[src/rtl/cpu_fetch_pkg.sv]
// rtl/cpu_fetch_pkg.sv - shared types and constants for the instruction fetch sequencer
package cpu_fetch_pkg;

   typedef enum logic [1:0] {
      IDLE   = 2'd0,
      REQ    = 2'd1,
      UPDATE = 2'd2,
      REDIR  = 2'd3
   } fetch_state_t;

   localparam logic [31:0] INSTR_BYTES = 32'd4;
   localparam logic [31:0] NOP_INSTR   = 32'h0000_0000;

endpackage

[src/rtl/instr_fetch_unit.sv]
// rtl/instr_fetch_unit.sv - fetch sequencer: reads imem at the current PC, loads IR, drives the PC register
module instr_fetch_unit #(
   parameter logic [31:0] RESET_IR    = cpu_fetch_pkg::NOP_INSTR,
   parameter logic [31:0] INSTR_BYTES = cpu_fetch_pkg::INSTR_BYTES
) (
   input  logic        i_clk,
   input  logic        i_reset_n,
   input  logic        i_fetch_start,
   input  logic        i_redirect_valid,
   input  logic [31:0] i_redirect_pc,
   input  logic [31:0] i_pc_in,
   output logic [31:0] o_pc_next,
   output logic        o_pc_we,
   output logic        o_imem_req,
   output logic [31:0] o_imem_addr,
   input  logic        i_imem_ack,
   input  logic [31:0] i_imem_rdata,
   output logic [31:0] o_ir,
   output logic        o_ir_valid,
   output logic        o_busy,
   output logic        o_fault
);
   import cpu_fetch_pkg::*;

   fetch_state_t r_state;
   fetch_state_t w_state_nxt;

   logic [31:0] r_addr_q;
   logic [31:0] r_ir;
   logic        r_ir_valid;
   logic        r_fault;
   logic [31:0] r_redir_pc_q;
   logic        r_redir_pend;
   logic        r_start_pend;

   logic w_misaligned;
   logic w_start_ok;

   assign w_misaligned = i_fetch_start && (i_pc_in[1:0] != 2'b00);
   assign w_start_ok   = (i_fetch_start || r_start_pend) && !w_misaligned && !r_fault;

   always_ff @(posedge i_clk or negedge i_reset_n) begin
      if (!i_reset_n) begin
         r_state <= IDLE;
      end else begin
         r_state <= w_state_nxt;
      end
   end

   always_comb begin
      w_state_nxt = r_state;
      case (r_state)
         IDLE: begin
            if (i_redirect_valid) begin
               w_state_nxt = REDIR;
            end else if (w_start_ok) begin
               w_state_nxt = REQ;
            end
         end
         REQ: begin
            if (i_imem_ack) begin
               w_state_nxt = UPDATE;
            end
         end
         UPDATE: begin
            w_state_nxt = (r_redir_pend || i_redirect_valid) ? REDIR : IDLE;
         end
         REDIR: begin
            // A redirect landing during REDIR retargets it for one more PC write
            if (i_redirect_valid) begin
               w_state_nxt = REDIR;
            end else if (r_start_pend) begin
               w_state_nxt = REQ;
            end else begin
               w_state_nxt = IDLE;
            end
         end
         default: w_state_nxt = IDLE;
      endcase
   end

   always_comb begin
      o_pc_we    = 1'b0;
      o_pc_next  = r_addr_q;
      o_imem_req = 1'b0;
      o_busy     = 1'b1;
      case (r_state)
         IDLE:    o_busy = 1'b0;
         REQ:     o_imem_req = 1'b1;
         UPDATE: begin
            o_pc_we   = 1'b1;
            o_pc_next = r_addr_q + INSTR_BYTES;
         end
         REDIR: begin
            o_pc_we   = 1'b1;
            o_pc_next = r_redir_pc_q;
         end
         default: o_busy = 1'b0;
      endcase
   end

   always_ff @(posedge i_clk or negedge i_reset_n) begin
      if (!i_reset_n) begin
         r_addr_q     <= 32'd0;
         r_ir         <= RESET_IR;
         r_ir_valid   <= 1'b0;
         r_fault      <= 1'b0;
         r_redir_pc_q <= 32'd0;
         r_redir_pend <= 1'b0;
         r_start_pend <= 1'b0;
      end else begin
         case (r_state)
            IDLE: begin
               if (i_redirect_valid) begin
                  r_redir_pc_q <= i_redirect_pc;
                  r_start_pend <= i_fetch_start;
               end else if (w_misaligned) begin
                  r_fault <= 1'b1;
               end else if (w_start_ok) begin
                  r_addr_q     <= i_pc_in;
                  r_ir_valid   <= 1'b0;
                  r_start_pend <= 1'b0;
               end
            end
            REQ, UPDATE: begin
               if (r_state == REQ && i_imem_ack) begin
                  r_ir       <= i_imem_rdata;
                  r_ir_valid <= 1'b1;
               end
               if (i_redirect_valid) begin
                  r_redir_pc_q <= i_redirect_pc;
                  r_redir_pend <= 1'b1;
               end
            end
            REDIR: begin
               r_fault      <= 1'b0;
               r_redir_pend <= 1'b0;
               if (i_redirect_valid) begin
                  r_redir_pc_q <= i_redirect_pc;
               end else if (r_start_pend) begin
                  // PC register only shows the target next cycle, so take it from our copy
                  r_start_pend <= 1'b0;
                  r_addr_q     <= r_redir_pc_q;
                  r_ir_valid   <= 1'b0;
               end
            end
            default: r_redir_pend <= 1'b0;
         endcase
      end
   end

   assign o_imem_addr = r_addr_q;
   assign o_ir        = r_ir;
   assign o_ir_valid  = r_ir_valid;
   assign o_fault     = r_fault;

endmodule
[config.mk]
export PLATFORM = sky130hd
export DESIGN_NAME = instr_fetch_unit
export DESIGN_NICKNAME = d
export VERILOG_FILES = /design/src/rtl/cpu_fetch_pkg.sv /design/src/rtl/instr_fetch_unit.sv
export SDC_FILE = /design/constraint.sdc
export NUM_CORES = 1
export LEC_CHECK = 0
export BUFFER_PORTS_ARGS = -buffer_cell sky130_fd_sc_hd__buf_2
export CAP_MARGIN = 20
export CORE_MARGIN = 2
export CORE_UTILIZATION = 40
export DETAILED_ROUTE_END_ITERATION = 10
export PLACE_DENSITY_LB_ADDON = 0.3
export SETUP_SLACK_MARGIN = 0.2
export SYNTH_ARGS = -nofsm -noshare
export SYNTH_HDL_FRONTEND = slang
export SYNTH_SLANG_ARGS = --single-unit
[constraint.sdc]
create_clock -name i_clk -period 5.05 [get_ports i_clk]
set_clock_uncertainty 0.1 [all_clocks]
set_input_delay 0.7575 -clock i_clk [delete_from_list [all_inputs] [get_ports i_clk]]
set_output_delay 0.7575 -clock i_clk [all_outputs]
set_load 0.005 [all_outputs]
After elaboration in Yosys (flattened, before gate mapping)
Cells that the tools add are included.

Add/subtract/negate cells: 1. Eq/ne operators: 15. Mux-type cells: 34. Reductions and logical operators: 22.

Operator list (count): two-way mux 32 bit (7); case mux 32 bit (2 select lines) (2); adder 32 x 3 -> 32 bit (second input constant) (1); inequality test 2 bit (second input constant) (9); two-way mux 1 bit (15); AND reduction 6 bit (2); two-way mux 2 bit (5); case mux 2 bit (4 select lines) (1); inequality test 3 bit (second input constant) (2); case mux 1 bit (2 select lines) (3); AND reduction 2 bit (3); nonzero test 2 bit (3); == test 2 bit (second input constant) (2); logical AND 1 bit (4); AND reduction 4 bit (1); OR reduction 2 bit (2); OR reduction 4 bit (1); case mux 1 bit (3 select lines) (1); AND reduction 3 bit (1); == test 2 x 1 -> 1 bit (second input constant) (1); zero test 1 bit (2); zero test 2 bit (1); logical OR 1 bit (2); inequality test 2 x 1 -> 1 bit (second input constant) (1).

Flip-flop bits (word level): 102. Bits of input ports: 101. Output and inout bits: 101. Word-level logic and storage cells: 80.

Logic depth before layout (Yosys ltp)
Gate-level depths: netlist of run 1.

Word-level depth: 9. Gate-level depth with buffers: 9. Depth with buffers taken out: 7.

Worst setup path after synthesis of run 1
OpenSTA, ideal clock, no wires.

Path kind: flip-flop to output port. From: register r_state[0]. To: output o_pc_next[19]. Arrival: 1.744 ns. Setup slack: 2.448 ns. Stages on the path, launching flop included: 8. Path buffers: 3. Cell sequence: dfrtp_1 -> ha_1 -> clkbuf_1 -> nor2_1 -> clkbuf_1 -> clkbuf_1 -> a22oi_1 -> nand3_1.

Longest elaborated chain between the ends: 2. Elaborated cells on any way between the ends: 3. Those cells by class: 2 x eq/ne; 1 x mux.

RTL lines: start: declaration (RTL line instr_fetch_unit.sv:25) `fetch_state_t r_state;`; start signal: assignment (RTL line instr_fetch_unit.sv:46) `r_state <= w_state_nxt;`; == test 2 bit (RTL line instr_fetch_unit.sv:87) `case (r_state)`; case mux 32 bit (2 select lines) (*) (RTL line instr_fetch_unit.sv:87); end: declaration (RTL line instr_fetch_unit.sv:12) `output logic [31:0] o_pc_next,`.

Every way passes the cells marked *; elsewhere a longest branch is shown, timed or not.

Worst setup path in the final report of run 1
From: register r_state[0]. To: output o_pc_next[22].

Same word-level chain as after synthesis.

==> results of run 1 <==
## metal layers
layer / vias up / GRT usage, % / share of wire [%]
li1: 2252 / - / -
met1: 2397 / 26.7 / 44
met2: 181 / 32.9 / 48
met3: 23 / 4.65 / 6.0
met4: 2 / 7.27 / 2.1
met5: - / 0 / 0.10
## final timing paths
kind / from / endpoint / slack, ns / cells after the start
worst max-delay path: r_state[0]$_DFFE_PN0P_ / o_pc_next[22] / 1.56 / 8
worst min-delay path: i_reset_n / o_ir[29]$_DFFE_PN0P_ / 0.31 / 1
worst max register to register: r_state[0]$_DFFE_PN0P_ / o_imem_addr[11]$_DFFE_PN0P_ / 1.77 / 6
worst min register to register: o_ir[15]$_DFFE_PN0P_ / o_ir[15]$_DFFE_PN0P_ / 0.39 / 1
max in group asynchronous: i_reset_n / o_ir[13]$_DFFE_PN0P_ / 3.37 / 2
min in group i_clk: o_ir[15]$_DFFE_PN0P_ / o_ir[15]$_DFFE_PN0P_ / 0.39 / 1
## synth_stat cells, types with 8 or more instances
| cell type | instances | area, sq um |
|---|---|---|
| nand4_1 | 13 | 81.3 |
| mux2_2 | 37 | 417 |
| o211ai_1 | 11 | 82.6 |
| and2_1 | 9 | 56.3 |
| nand2_1 | 19 | 71.3 |
| mux2_4 | 28 | 420 |
| inv_1 | 8 | 30.0 |
| nor2_1 | 10 | 37.5 |
| nand3_1 | 35 | 175 |
| clkbuf_1 | 20 | 75.1 |
| a22oi_1 | 15 | 113 |
| dfrtp_1 | 102 | 2550 |
| mux2_1 | 52 | 586 |
| a21o_1 | 10 | 75.1 |
| buf_2 | 9 | 45.0 |
## cell families after synthesis
logic type               count (synthesis)
AND/OR/NAND/NOR                        124
adder cells (fa/ha/maj)                  5
flip-flops                             102
AO/OA/AOI/OAI                           87
multiplexers                           122
buffers and inverters                   48
XOR/XNOR                                12
## worst max-delay path, stage by stage (launching register included)
cell and delay [ns]:
dfrtp_1 0.42, ha_2 0.44, nor2_2 0.51, buf_4 0.37, inv_2 0.05, o21ai_0 0.17, a31oi_1 0.06, nand3_1 0.13
buf_2 0.12
## registers in the layout, summed over array words and instances (netlist names)
| name | cells |
|---|---|
| o_imem_addr | 32 |
| r_start_pend | 1 |
| o_ir | 32 |
| r_redir_pend | 1 |
| r_redir_pc_q | 32 |
| o_fault | 1 |
| o_ir_valid | 1 |
| r_state | 2 |
## power by group
| group | internal (W) | switching [W] | total, W | leakage, nW |
|---|---|---|---|---|
| registers | 0.00121 | 0.000444 | 0.00165 | 1.21 |
| logic | 0.00132 | 0.00120 | 0.00252 | 2.00 |
| clock network | 0.000345 | 0.000339 | 0.000684 | 0.139 |
| total | 0.00288 | 0.00199 | 0.00486 | 3.34 |
## area by class of cell
type                            count  area share [%]
Inverter                           11           0.572
Clock buffer                        9            3.12
Multi-Input combinational cell    350            42.0
Clock inverter                      7           0.866
Tap cell                          180            3.12
Timing Repair Buffer              208            15.0
Sequential cell                   102            35.3
Antenna cell                        1          0.0347
## stage by stage
stage                     setup slack, ns  total power, W  instance area [sq um]  utilization, %
final                                1.56         0.00486                   7220            51.6
after global routing                 1.39         0.00520                   7220            51.6
after CTS                            1.54         0.00490                   7220            51.6
after floorplan                      2.45         0.00317                   5780               -
after global placement               1.88         0.00409                   6900            49.3
after detailed placement             1.79         0.00419                   6930            49.5
==> results_dict.tcl, run 1 <==
set metrics [dict create \
    nets 788 \
    synth_cell_types 54 \
    fin_cells 868 \
    synth_ff_type "dfrtp_1" \
    ctsResizeCount 0 \
    ys_seq_area_share_pct 44.2 \
    status "complete, no violations" \
    vias 4855 \
    vdd_drop_max_mv 0.241 \
    io_buffers 201 \
    synth_area_per_cell_sq_um 11.6 \
    post-cts-setup-buffers 0 \
    worst_setup_path_end_kind "output port" \
    finalHoldViolations 0 \
    postCtsHoldBufs 0 \
    finalWirelength_mm 15.9 \
    worstSetupPathType "reg2out" \
    grt.overflow.total 0 \
    synth_edf_count 0 \
    wl_per_cell_um 18.3 \
    syn_nets 606 \
    drc_errors 0 \
    muxShareOfSynthArea_pct 25.5 \
    synth-xor-area-share_pct 1.82 \
    die_x_um 124 \
    slew-limit-headroom_pct 50.8 \
    final_common_cell "buf_2" \
    period_minus_slack_ns 3.49 \
    path_max_fanout 35 \
    max-cap-violations 0 \
    synth_top_family_by_area "multiplexers" \
    required_ns 4.19 \
    powerDensity_nw_per_um2 673 \
    clk_path_buf_depth 2 \
    place_hpwl_mm 11.7 \
    synth-async-reset-ratio_pct 100 \
    root_buffer "clkbuf_16" \
    vias_per_cell 5.59 \
    final_cell_mix "buf_2, dfrtp_1, mux2_1" \
    arrival_ns 2.63 \
    drv_slew 0 \
    grt_pass1_vias 4908 \
    fillCellCount 1305 \
    regArea_sq_um 2550 \
    numCtsBuffers 9 \
    synth_compound_gate_area_share_pct 11.6 \
    num_io_pins 202 \
    grt.total_usage_pct 20.3 \
    grt_pass1_wl_mm 25.5 \
    setup_violations 0 \
    clkLatencyLatePin_ns 0.36 \
    cts.sinks 102 \
    grt_max_degree 55 \
    die_area_sq_um 15400 \
    first_pass_iters 4 \
    ys_warn_count 0 \
    period_share_pct 69.0 \
    fmaxAchievable_mhz 287 \
    gp_congestion 0.843 \
    multi_input_area_sq_um 3030 \
    h-tree-depth 3 \
    ys_seq_elements 102 \
    core_area_sq_um 14000 \
    drive_above_1_share_pct 43.8 \
    row_count 43 \
    synth_adder_area_share_pct 1.08 \
    worst_pin_slew_ns 0.738 \
    fp.dieH_um 124 \
    p_leak_nw 3.34 \
    syn_inst 500 \
    fin_setup_tns_ns 0 \
    synth-simple-area-share_pct 12.1 \
    drtAntennaViolNets 0 \
    antenna_found_initial 2 \
    tritoncts "built" \
    start_kind "flip-flop" \
    dp_cells 851 \
    whs_ns 0.307 \
    clkTransAtPathRegs_ns 0.08 \
    syn_area_sq_um 5780 \
    rsz0062_at_grt "false" \
    start_util_pct 41.3 \
    syn2layout_area_growth_pct 24.9 \
    drtIter0Drc 335 \
    hold_class "in2async" \
]
(Power assumes the default switching activity.)
==> inputs of run 2 (changes only) <==
==> constraint.sdc (replaced) <==
create_clock -name i_clk -period 3.4 [get_ports i_clk]
set_clock_uncertainty 0.1 [all_clocks]
set_input_delay 0.51 -clock i_clk [delete_from_list [all_inputs] [get_ports i_clk]]
set_output_delay 0.51 -clock i_clk [all_outputs]
set_load 0.005 [all_outputs]
==> run 2 against run 1 <==
Critical path depth is 2 lower. Register-to-register slack got worse by 0.90 ns. Cell count up 0.23%. Critical endpoint is now o_pc_next[30]. Flip-flop and latch count stayed put.
==> results_dict.tcl, run 2 (same netlist as run 1, synthesis figures left out) <==
set metrics [dict create \
    status "complete, no violations" \
    first_pass_iters 4 \
    io_buffers 201 \
    p_switching_w 0.00291 \
    root_buffer "clkbuf_16" \
    syn2layout_area_growth_pct 26.0 \
    gp_congestion 0.813 \
    worstRegToRegCells 6 \
    whs_ns 0.202 \
    hold_class "in2async" \
    required_ns 2.79 \
    drive_above_1_share_pct 44.3 \
    fp.dieH_um 124 \
    setup_violations 0 \
    die_area_sq_um 15400 \
    grtUsageMet1_pct 27.1 \
    grt-busiest-layer "met2" \
    final_cell_mix "buf_2, dfrtp_1, mux2_1" \
    final_common_cell "buf_2" \
    row_count 43 \
    worst_setup_path_end_kind "output port" \
    cp_top_family "simple AND/OR/NAND/NOR gates" \
    internal_power_w 0.00443 \
    wl_per_cell_um 18.3 \
    drtIter0Drc 422 \
    grt_util_met2_pct 33.0 \
    numCtsBuffers 9 \
    diodes 0 \
    tritoncts "built" \
    worst_path_max_delay_cell "or4_1" \
    swShare_pct 39.7 \
    fmaxAchievable_mhz 334 \
    p_leak_nw 3.38 \
    core_area_sq_um 14000 \
    powerDensity_nw_per_um2 1010 \
    nets 791 \
    finalHoldViolations 0 \
    rsz0062_at_grt "false" \
    period_minus_slack_ns 3.00 \
    cp_num_cells 6 \
    path_max_fanout 9 \
    h-tree-depth 3 \
    vias 4845 \
    drv_slew 0 \
    clk_path_buf_depth 2 \
    period_share_pct 88.2 \
    antenna_found_initial 1 \
    pwr-share-comb_pct 51.6 \
    seqPwrFrac_pct 33.0 \
    fin_setup_tns_ns 0 \
    slew-limit-headroom_pct 37.4 \
    start_util_pct 41.3 \
    die_x_um 124 \
    crit_chain "ha_1 > and3_2 > nand3_2 > or4_1 > nand3_1 > buf_2" \
    use_met3_pct 5.77 \
    start_kind "flip-flop" \
    vias_per_cell 5.57 \
    critPathMaxStageDelay_ns 0.58 \
    worstSetupPathType "reg2out" \
    place_hpwl_mm 11.6 \
    grt.total_usage_pct 20.6 \
    arrival_ns 2.39 \
    power_frac_clock_pct 15.4 \
    cts.sinks 102 \
    grt_max_degree 74 \
    drc_errors 0 \
    cp.buffers_inverters 1 \
    worst_pin_slew_ns 0.938 \
    num_io_pins 202 \
    finalWirelength_mm 15.9 \
    grt_pass1_vias 4900 \
    drtAntennaViolNets 0 \
    max-cap-violations 0 \
    clkTransAtPathRegs_ns 0.07 \
    vdd_drop_max_mv 0.415 \
    grt.overflow.total 0 \
    grt_pass1_wl_mm 25.8 \
    clkLatencyLatePin_ns 0.35 \
]
## run 2: changes by cell type in the layout (fill, tap and decap cells not counted), sizes merged
cell,previous run,this run
diode,1,0
clkinv,2,4
inv,15,12
buf,208,211
bufinv,0,2
clkinvlp,1,0
## run 2: metrics by stage
stage | setup WS, ns | util [%] | area [sq um] | instances | power (W)
floorplan | 1.05 | - | 5780 | 500 | 0.00471
global placement | 0.682 | 49.7 | 6960 | 854 | 0.00616
detailed placement | 0.585 | 49.7 | 6960 | 854 | 0.00624
CTS | 0.323 | 52.1 | 7280 | 870 | 0.00740
global route | 0.265 | 52.1 | 7290 | 870 | 0.00788
finish | 0.403 | 52.1 | 7290 | 870 | 0.00734
## run 2: worst paths after layout
| path | startpoint | to | slack, ns |
|---|---|---|---|
| max | o_imem_addr[2]$_DFFE_PN0P_ | o_pc_next[30] | 0.40 |
| min | i_reset_n | o_ir[1]$_DFFE_PN0P_ | 0.20 |
| max reg2reg | r_state[0]$_DFFE_PN0P_ | o_imem_addr[11]$_DFFE_PN0P_ | 0.87 |
| min reg2reg | r_redir_pc_q[7]$_DFFE_PN0P_ | r_redir_pc_q[7]$_DFFE_PN0P_ | 0.38 |
| max in group asynchronous | i_reset_n | r_redir_pc_q[26]$_DFFE_PN0P_ | 2.21 |
| min in group i_clk | i_redirect_pc[13] | r_redir_pc_q[13]$_DFFE_PN0P_ | 0.27 |
## run 2: timing repair
item | CTS | global route
resized for setup | 1 | 1
endpoints found under the setup margin | 1 | 2
buffers inserted | 0 | 0
hold buffers | 0 | 0
## run 2: metal layers
| metal | share of wire (%) | vias to the layer above |
|---|---|---|
| met5 | 0.082 | - |
| met4 | 1.3 | 2 |
| met3 | 6.2 | 17 |
| met1 | 44 | 2402 |
| met2 | 48 | 161 |
| li1 | - | 2263 |
## run 2: final cells by class
| type | count | area [sq um] |
|---|---|---|
| Clock buffer | 9 | 225 |
| Clock inverter | 7 | 96.3 |
| Fill cell | 1318 | 6700 |
| Inverter | 11 | 41.3 |
| Multi-Input combinational cell | 350 | 3040 |
| Sequential cell | 102 | 2550 |
| Tap cell | 180 | 225 |
| Timing Repair Buffer | 211 | 1110 |
## run 2: power groups by stage
| stage | Clock, W | Combinational, W | Sequential [W] |
|---|---|---|---|
| 6_report | 0.00113 | 0.00378 | 0.00242 |
| 5_1_grt | 0.00121 | 0.00415 | 0.00252 |
| 3_5_place_dp | 0 | 0.00380 | 0.00244 |
| 3_3_place_gp | 0 | 0.00376 | 0.00240 |
| 2_1_floorplan | 0 | 0.00244 | 0.00228 |
| 4_1_cts | 0.00115 | 0.00382 | 0.00242 |
## run 2: worst register-to-register path, cell delays in order (launching register included)
cell and delay, ns:
dfrtp_1 0.42, inv_1 0.11, ha_1 0.38, nor2_1 0.19, a2111oi_4 0.50, buf_12 0.33
mux2_2 0.38
